[src/rtl/joybus_pak_crc_check.sv]
// joybus_pak_crc_check: receive-side CRC-8 checker for Controller Pak
// blocks. Bit-serial N64 pak CRC (poly 0x85, MSB first, 8-bit zero flush).

module joybus_pak_crc_check #(
    parameter int BLOCK_BYTES = 32
) (
    input  logic       clk,
    input  logic       reset_n,
    input  logic       start,
    input  logic       byte_valid,
    input  logic [7:0] byte_in,
    output logic       byte_ready,
    input  logic       crc_valid,
    input  logic [7:0] crc_in,
    output logic       crc_ready,
    output logic       busy,
    output logic       done,
    output logic       crc_match,
    output logic [7:0] crc_calc
);

    localparam int CW = $clog2(BLOCK_BYTES + 1);
    localparam logic [CW-1:0] LAST_BYTE = CW'(BLOCK_BYTES);
    localparam logic [7:0] POLY = 8'h85;

    typedef enum logic [2:0] {
        S_IDLE,
        S_WAIT_BYTE,
        S_SHIFT,
        S_FLUSH,
        S_WAIT_CRC,
        S_DONE
    } state_t;

    state_t r_state;
    state_t w_state_next;

    logic [7:0]    r_crc;
    logic [7:0]    r_shift;
    logic [2:0]    r_bit_cnt;
    logic [CW-1:0] r_byte_cnt;
    logic          r_match;

    logic          w_byte_acc;
    logic          w_crc_acc;
    logic          w_step;
    logic          w_bit;
    logic [7:0]    w_tap;
    logic [7:0]    w_crc_next;
    logic          w_last_bit;
    logic          w_last_byte;

    assign w_last_bit  = (r_bit_cnt == 3'd7);
    assign w_last_byte = (r_byte_cnt == LAST_BYTE);

    // Data bit fed into the CRC: message bit in SHIFT, zero during FLUSH.
    assign w_bit      = (r_state == S_SHIFT) ? r_shift[7] : 1'b0;
    assign w_tap      = r_crc[7] ? POLY : 8'h00;
    assign w_crc_next = {r_crc[6:0], w_bit} ^ w_tap;

    assign crc_calc  = r_crc;
    assign crc_match = r_match;

    // State register; start restarts the block from any state.
    always_ff @(posedge clk) begin
        if (!reset_n) begin
            r_state <= S_IDLE;
        end else begin
            r_state <= w_state_next;
        end
    end

    // Next-state, handshake readies and status outputs.
    always_comb begin
        w_state_next = r_state;
        byte_ready   = 1'b0;
        crc_ready    = 1'b0;
        busy         = 1'b0;
        done         = 1'b0;
        w_byte_acc   = 1'b0;
        w_crc_acc    = 1'b0;
        w_step       = 1'b0;

        unique case (r_state)
            S_IDLE: begin
                w_state_next = S_IDLE;
            end
            S_WAIT_BYTE: begin
                busy       = 1'b1;
                byte_ready = !start;
                w_byte_acc = byte_valid && !start;
                if (w_byte_acc) begin
                    w_state_next = S_SHIFT;
                end
            end
            S_SHIFT: begin
                busy   = 1'b1;
                w_step = 1'b1;
                if (w_last_bit) begin
                    w_state_next = w_last_byte ? S_FLUSH
                                               : S_WAIT_BYTE;
                end
            end
            S_FLUSH: begin
                busy   = 1'b1;
                w_step = 1'b1;
                if (w_last_bit) begin
                    w_state_next = S_WAIT_CRC;
                end
            end
            S_WAIT_CRC: begin
                busy      = 1'b1;
                crc_ready = !start;
                w_crc_acc = crc_valid && !start;
                if (w_crc_acc) begin
                    w_state_next = S_DONE;
                end
            end
            S_DONE: begin
                done         = 1'b1;
                w_state_next = S_IDLE;
            end
            default: begin
                w_state_next = S_IDLE;
            end
        endcase

        if (start) begin
            w_state_next = S_WAIT_BYTE;
            w_step       = 1'b0;
        end
    end

    // CRC, shift register, counters and registered match result.
    always_ff @(posedge clk) begin
        if (!reset_n) begin
            r_crc      <= 8'h00;
            r_shift    <= 8'h00;
            r_bit_cnt  <= 3'd0;
            r_byte_cnt <= '0;
            r_match    <= 1'b0;
        end else if (start) begin
            r_crc      <= 8'h00;
            r_bit_cnt  <= 3'd0;
            r_byte_cnt <= '0;
            r_match    <= 1'b0;
        end else begin
            if (w_byte_acc) begin
                r_shift    <= byte_in;
                r_bit_cnt  <= 3'd0;
                r_byte_cnt <= r_byte_cnt + CW'(1);
            end
            if (w_step) begin
                r_crc     <= w_crc_next;
                r_bit_cnt <= r_bit_cnt + 3'd1;
                if (r_state == S_SHIFT) begin
                    r_shift <= {r_shift[6:0], 1'b0};
                end
            end
            if (w_crc_acc) begin
                r_match <= (crc_in == r_crc);
            end
        end
    end

endmodule

[config.mk]
export PLATFORM = sky130hd
export DESIGN_NAME = joybus_pak_crc_check
export DESIGN_NICKNAME = d
export VERILOG_FILES = /design/src/rtl/joybus_pak_crc_check.sv
export SDC_FILE = /design/constraint.sdc
export NUM_CORES = 1
export LEC_CHECK = 0
export ABC_AREA = 1
export CORE_MARGIN = 8
export CORE_UTILIZATION = 40
export DETAILED_ROUTE_END_ITERATION = 10
export SYNTH_ARGS = -nofsm -noshare
export SYNTH_HDL_FRONTEND = slang
export SYNTH_SLANG_ARGS = --single-unit
[constraint.sdc]
create_clock -name clk -period 2.7 [get_ports clk]
set_input_delay 0.54 -clock clk [delete_from_list [all_inputs] [get_ports clk]]
set_output_delay 0.54 -clock clk [all_outputs]
set_load 0.02 [all_outputs]
==> results by group, run 1 <==
Clock network
  – Buffers inserted by post-CTS timing repair: 0
  – Maximum buffer depth of the clock tree: 2
  – H-Tree Depth: 2
  – Cts repair resizes: 0
  – CTS tree: yes
  – Cell at the root of the clock tree: clkbuf_8
  – Clock sink total: 29
  – Clock latency on the worst-skew pair: 280 ps
  – CTS Buf Count: 5
  – Count of hold buffers inserted by post-cts repair: 0
  – Clock-pin slew on the worst setup and hold paths: 60 ps

Power
  – Proportion of power drawn by flip-flops and latches: 46.7%
  – Part of the total power dissipated in the clock network: 37.0%
  – Combinational Power Share: 16.4%
  – Worst IR drop on VDD: 379 uV
  – Switching power total: 255 uW
  – Leakage power figure: 0.816 nW
  – Internal Dissipation: 715 uW
  – Switching portion of total power: 26.3%
  – Power density relative to cell area: 468 nW/um2

Layout
  – Footprint of the multi-input gates: 903 um2
  – Number of cells in the finished layout apart from fillers: 321
  – Final core area utilization: 51.9%
  – Number of nets at the end of the flow: 296
  – Number of inserted diodes: 0
  – Register cell area after layout: 581 um2
  – Post-synthesis to final-layout area growth: 25.4%
  – Fraction of layout cells with a size suffix above 1: 8.49%
  – Filler cell count in the final layout: 424

Floorplanning
  – Number of rows created at floorplan: 23
  – Die Footprint: 6450 um2
  – Initial core utilization: 41.4%
  – Width of the chip: 80.3 um
  – Core Box Area: 4000 um2
  – DIE HEIGHT: 80.3 um
  – Ports placed on the boundary: 34

Placed design
  – Post-Place Cells: 314
  – Port Buffers: 33
  – GP Congestion: 0.770
  – Minimum setup slack after placement: 358 ps
  – HPWL after detailed placement: 2750 um

Global route
  – Initial antenna violation count: 0
  – Total global routing overflow: 0
  – First-pass GRT wire length: 6490 um
  – Number of global-route vias before repair: 1449
  – Maximum number of pins on one net before global-route repair: 23
  – Total global routing track utilization: 12.6%

STA
  – Post-route clock period utilization: 86.2%
  – Hold violation total from the final report: 0
  – Max-slew headroom: 62.3%
  – Post-layout worst setup margin: 371 ps
  – Highest attainable clock frequency: 0.429 GHz
  – Maximum clock skew at final layout: 8.06 ps
  – Post-Route Setup TNS: 0 ps
  – Worst-margin pin slew: 565 ps
  – RSZ-0062 raised after global routing: false
  – Crit path time final: 2330 ps
  – Number of pins exceeding their max-slew limit in the final report: 0
  – Number of setup violations in the final report: 0

Yosys
  – Synthesized instance count: 240
  – Average footprint of a synthesized cell: 6.90 um2
  – Synthesized area: 1660 um2
  – Area share of the leading cell type in the synthesized netlist: 35.1%
  – Top area cells in the synthesized netlist: dfxtp_1 (35%), nand2_1 (10%), nand3_1 (8.8%), nor2_1 (7.3%), a21oi_1 (6.0%)
  – Synthesized flop and latch total: 29
  – Synthesis Warnings: 0
  – Post-synth top cells: nand2_1 (45), nor2_1 (32), dfxtp_1 (29), nand3_1 (29), a21oi_1 (20)
  – Sequential area share after synthesis: 35.1%
  – Post-synthesis cell type count: 24
  – Total nets after synthesis: 265
  – Post-synth EDFFs: 0
  – Cell with the most instances after synthesis: nand2_1
  – Share of flip-flops with an asynchronous set or reset: 0%
  – Predominant post-synthesis flop cell: dfxtp_1
  – Cell accounting for the most synthesized area: dfxtp_1

Detailed routing
  – DRC violation count after routing: 0
  – Detailed-route via count: 1532
  – Post-DRT Antenna Nets: 0
  – Detailed-route vias per instance: 4.77
  – Starting DRT DRC Count: 90
  – Detailed Routing Iterations Pass 1: 4
  – Average detailed-routed wire length per instance: 11.9 um
  – Final wirelength: 3820 um

Critical path
  – CP Data Required Time: 2160 ps
  – Kind of critical path: input pin to primary output
  – Worst stage delay on the critical path: 620 ps
  – Critical path buffers and inverters: 2
  – Top delay family on crit path: buffers and inverters
  – Largest fanout of any net on the critical path: 3
  – Category of the worst setup path launch point: input pin
  – Critical path's most frequent cell: clkdlybuf4s50_1
  – Category of the worst setup path capture point: primary output
  – Worst Path Arrival: 1790 ps
  – Cell at the slowest stage of the critical path: clkdlybuf4s50_1
  – Cells traversed along the worst timing path: clkdlybuf4s50_1, nor2_1, clkdlybuf4s50_1

Run
  – Maxcap violations: 0

Hold path
  – Hold/Removal Path Class: flop to flop

Outcome
  – Result of the run: complete, no violations
==> logic make-up after synthesis <==
group	share of synthesized area, %
fa+ha+maj	3.02
compound gates	12.5
simple gates	33.7
flops	35.1
xor+xnor	5.29
buf+inv	10.4
==> cell usage in the layout (no fill, tap or decap) <==
cell             instances
clkdlybuf4s50_1         33
nand4_1                  2
inv_2                    6
o21ai_1                  5
buf_4                    3
nand3_2                  1
a211oi_2                 1
o21ai_0                 11
nand3_1                 29
nor2_2                   1
nand2_2                  1
nand2_1                 45
ha_1                     4
o211ai_1                 2
inv_1                   18
xnor2_1                 10
a21oi_1                 20
dfxtp_1                 29
nand3_4                  1
nor2_1                  32
clkbuf_1                 1
nor2_4                   3
nor3_1                   5
clkbuf_8                 6
and3_1                   2
==> area by class of cell <==
cell class                 count  share of cell area [%]
sequential                    29                    28.0
tap                           50                    3.01
timing repair buffer          36                    17.0
multi-input combinational    175                    43.5
inverter                      24                    4.34
clock buffer                   7                    4.16
==> layer usage <==
layer  GRT usage, %  share of wire [%]  wire length (um)  vias up
met4           5.45                1.4                53        0
met2           19.2                 44              1680       35
met1           15.2                 47              1800      652
met3           4.80                7.5               286        4
li1               -                  -                 -      841
met5              0                  0                 0        -
==> power groups by stage <==
| stage | sequential, mW | clock, mW | combinational (mW) |
|---|---|---|---|
| 5_1_grt | 0.455 | 0.394 | 0.177 |
| 4_1_cts | 0.453 | 0.373 | 0.160 |
| 6_report | 0.453 | 0.359 | 0.159 |
| 3_3_place_gp | 0.462 | 0 | 0.160 |
| 3_5_place_dp | 0.462 | 0 | 0.159 |
| 2_1_floorplan | 0.461 | 0 | 0.102 |
==> state kept, by name (all words and copies together) (netlist names) <==
signal / flops
crc_calc: 8
crc_match: 1
r_bit_cnt: 3
r_byte_cnt: 6
r_shift: 8
r_state: 3
==> path summary, 6_finish.rpt <==
kind / from / to / slack [ps] / cells after the start
hold reg to reg: r_bit_cnt[0] / r_bit_cnt[0] / 470 / 1
hold / removal: r_bit_cnt[0] / r_bit_cnt[0] / 470 / 1
setup / recovery: start / byte_ready / 370 / 3
setup reg to reg: r_state[0] / r_byte_cnt[5] / 1190 / 7
==> through the flow <==
stage	cell area (um2)	power, mW	hold slack [ps]
3_3_place_gp	1990	0.622	460
2_1_floorplan	1660	0.563	432
5_1_grt	2080	1.03	494
6_report	2080	0.971	471
4_1_cts	2080	0.986	475
3_5_place_dp	1990	0.622	458
Power figures use the tool's default switching activity.
==> run 2, diff against run 1 <==
- GPL_TIMING_DRIVEN: not set -> 0
==> run 2 against run 1 <==
Effect of this change:
- first-iteration DRC count shrank 28%
- critical path depth rose by 2
- highest routed layer unchanged
- via count is 2.7% higher
- flip-flop and latch count unchanged
- critical path type unchanged
- register-to-register slack improved by 150 ps
==> results by group, run 2 (synthesis results as in run 1) <==
Outcome
  – Result of the run: complete, no violations (unchanged)

Global route
  – Number of global-route vias before repair: 1554 (was 1449)
  – Initial antenna violation count: 0 (unchanged)
  – Total global routing track utilization: 13.8% (was 12.6%)
  – First-pass GRT wire length: 7130 um (was 6490 um)
  – Total global routing overflow: 0 (unchanged)
  – Maximum number of pins on one net before global-route repair: 11 (was 23)

STA
  – Post-route clock period utilization: 89.6% (was 86.2%)
  – Maximum clock skew at final layout: 1.62 ps (was 8.06 ps)
  – Worst-margin pin slew: 306 ps (was 565 ps)
  – RSZ-0062 raised after global routing: false (unchanged)
  – Max-slew headroom: 79.5% (was 62.3%)
  – Highest attainable clock frequency: 0.413 GHz (was 0.429 GHz)
  – Number of setup violations in the final report: 0 (unchanged)
  – Post-layout worst setup margin: 280 ps (was 371 ps)
  – Post-Route Setup TNS: 0 ps (unchanged)
  – Final-layout worst hold slack: 467 ps (was 471 ps)
  – Hold violation total from the final report: 0 (unchanged)
  – Crit path time final: 2420 ps (was 2330 ps)
  – Number of pins exceeding their max-slew limit in the final report: 0 (unchanged)

Critical path
  – Largest fanout of any net on the critical path: 10 (was 3)
  – Worst Path Arrival: 1880 ps (was 1790 ps)
  – Number of cells on the worst reg-to-reg path: 8 (was 7)
  – CP Data Required Time: 2160 ps (about the same)
  – Category of the worst setup path capture point: primary output (unchanged)
  – Category of the worst setup path launch point: input pin (unchanged)
  – Kind of critical path: input pin to primary output (unchanged)
  – R2R Path Start: r_state[2] (was r_state[0])
  – Flop2flop setup slack: 1340 ps (was 1190 ps)
  – Critical register-to-register path endpoint: r_state[0] (was r_byte_cnt[5])
  – Critical Path Source: start (unchanged)

Layout
  – Number of inserted diodes: 0 (unchanged)
  – Most common cell after layout, fill and taps aside: nand2_1 (unchanged)
  – Number of nets at the end of the flow: 304 (was 296)
  – Fraction of layout cells with a size suffix above 1: 11.5% (was 8.49%)
  – Final core area utilization: 53.1% (was 51.9%)
  – Post-route cell area: 2120 um2 (was 2080 um2)
  – Post-synthesis to final-layout area growth: 28.3% (was 25.4%)
  – Number of cells in the finished layout apart from fillers: 329 (was 321)
  – Commonest cells after routing, fill and taps aside: nand2_1 (45), nor2_1 (32), clkdlybuf4s50_1 (32) (was nand2_1 (45), clkdlybuf4s50_1 (33), nor2_1 (32))

Clock network
  – Clock sink total: 29 (unchanged)
  – Buffers inserted by post-CTS timing repair: 0 (unchanged)
  – Cts repair resizes: 0 (unchanged)
  – CTS tree: yes (unchanged)
  – Clock-pin slew on the worst setup and hold paths: 60 ps (about the same)
  – Count of hold buffers inserted by post-cts repair: 0 (unchanged)
  – CTS Buf Count: 5 (unchanged)
  – H-Tree Depth: 2 (unchanged)
  – Maximum buffer depth of the clock tree: 2 (unchanged)
  – Clock latency on the worst-skew pair: 280 ps (about the same)
  – Cell at the root of the clock tree: clkbuf_8 (unchanged)

Detailed routing
  – Highest metal used: met4 (unchanged)
  – Met1 routed wirelength after detailed routing: 2110 um (was 1800 um)
  – Final wirelength: 4060 um (was 3820 um)
  – WL met3: 204 um (was 286 um)
  – Detailed-route via count: 1573 (was 1532)
  – Average detailed-routed wire length per instance: 12.3 um (was 11.9 um)
  – Post-DRT Antenna Nets: 0 (unchanged)
  – Detailed-route vias per instance: 4.78 (was 4.77)
  – Starting DRT DRC Count: 65 (was 90)
  – Met2 routed WL: 1690 um (was 1680 um)
  – Detailed Routing Iterations Pass 1: 4 (unchanged)
  – DRC violation count after routing: 0 (unchanged)

Hold path
  – Depth of the worst hold-timing path: 1 (unchanged)
  – Min-delay src: r_bit_cnt[0] (unchanged)
  – Endpoint with the worst hold slack: r_bit_cnt[0] (unchanged)
  – Hold/Removal Path Class: flop to flop (unchanged)

Power
  – Total power of the final layout: 979 uW (was 971 uW)
  – Leakage power figure: 0.855 nW (was 0.816 nW)
  – Power density relative to cell area: 461 nW/um2 (was 468 nW/um2)
  – Worst IR drop on VDD: 265 uV (was 379 uV)

Floorplanning
  – Width of the chip: 80.3 um (unchanged)
  – Number of rows created at floorplan: 23 (unchanged)
  – DIE HEIGHT: 80.3 um (unchanged)
  – Die Footprint: 6450 um2 (unchanged)
  – Initial core utilization: 41.4% (unchanged)
  – Core Box Area: 4000 um2 (unchanged)
  – Ports placed on the boundary: 34 (unchanged)

Placed design
  – Minimum setup slack after placement: 294 ps (was 358 ps)
  – HPWL after detailed placement: 2960 um (was 2750 um)
  – Post-Place Cells: 322 (was 314)
  – Instance area at placement: 2040 um2 (was 1990 um2)
  – Port Buffers: 32 (was 33)
  – GP Congestion: 0.785 (was 0.770)

Run
  – Maxcap violations: 0 (unchanged)
run 2: cell count changes in the layout (fill, tap and decap cells not counted):
cell and delta:
buf_2 +5, buf_4 +3, buf_6 +1, clkdlybuf4s50_1 -1
run 2: how the worst max path moves through the flow:
stage | end | slack (ps)
6_report | crc_ready | 280
4_1_cts | crc_ready | 290
2_1_floorplan | crc_ready | 820
3_5_place_dp | crc_ready | 290
3_3_place_gp | crc_ready | 280
5_1_grt | crc_ready | 220
run 2: report_power, final:
part	total [mW]	switching [mW]	internal, mW
clock	0.362	0.160	0.202
sequential	0.453	0.0127	0.440
combinational	0.164	0.0880	0.0758
total	0.979	0.261	0.718
run 2: area by class of cell:
cell class,count,area [um2]
sequential,29,581
buffer,12,81.3
timing repair buffer,32,320
clock buffer,7,86.3
fill,402,1880
multi-input combinational,175,903
inverter,24,90.1
tap,50,62.6
run 2: metal layers:
metal,global-route usage (%),vias to the layer above
met4,5.45,0
met1,18.0,682
met3,4.13,7
met5,0,-
met2,20.5,27
li1,-,857
run 2: critical path: stages:
cell and delay [ps]:
buf_2 210, buf_2 270, buf_2 260, nor2_1 70, clkdlybuf4s50_1 540
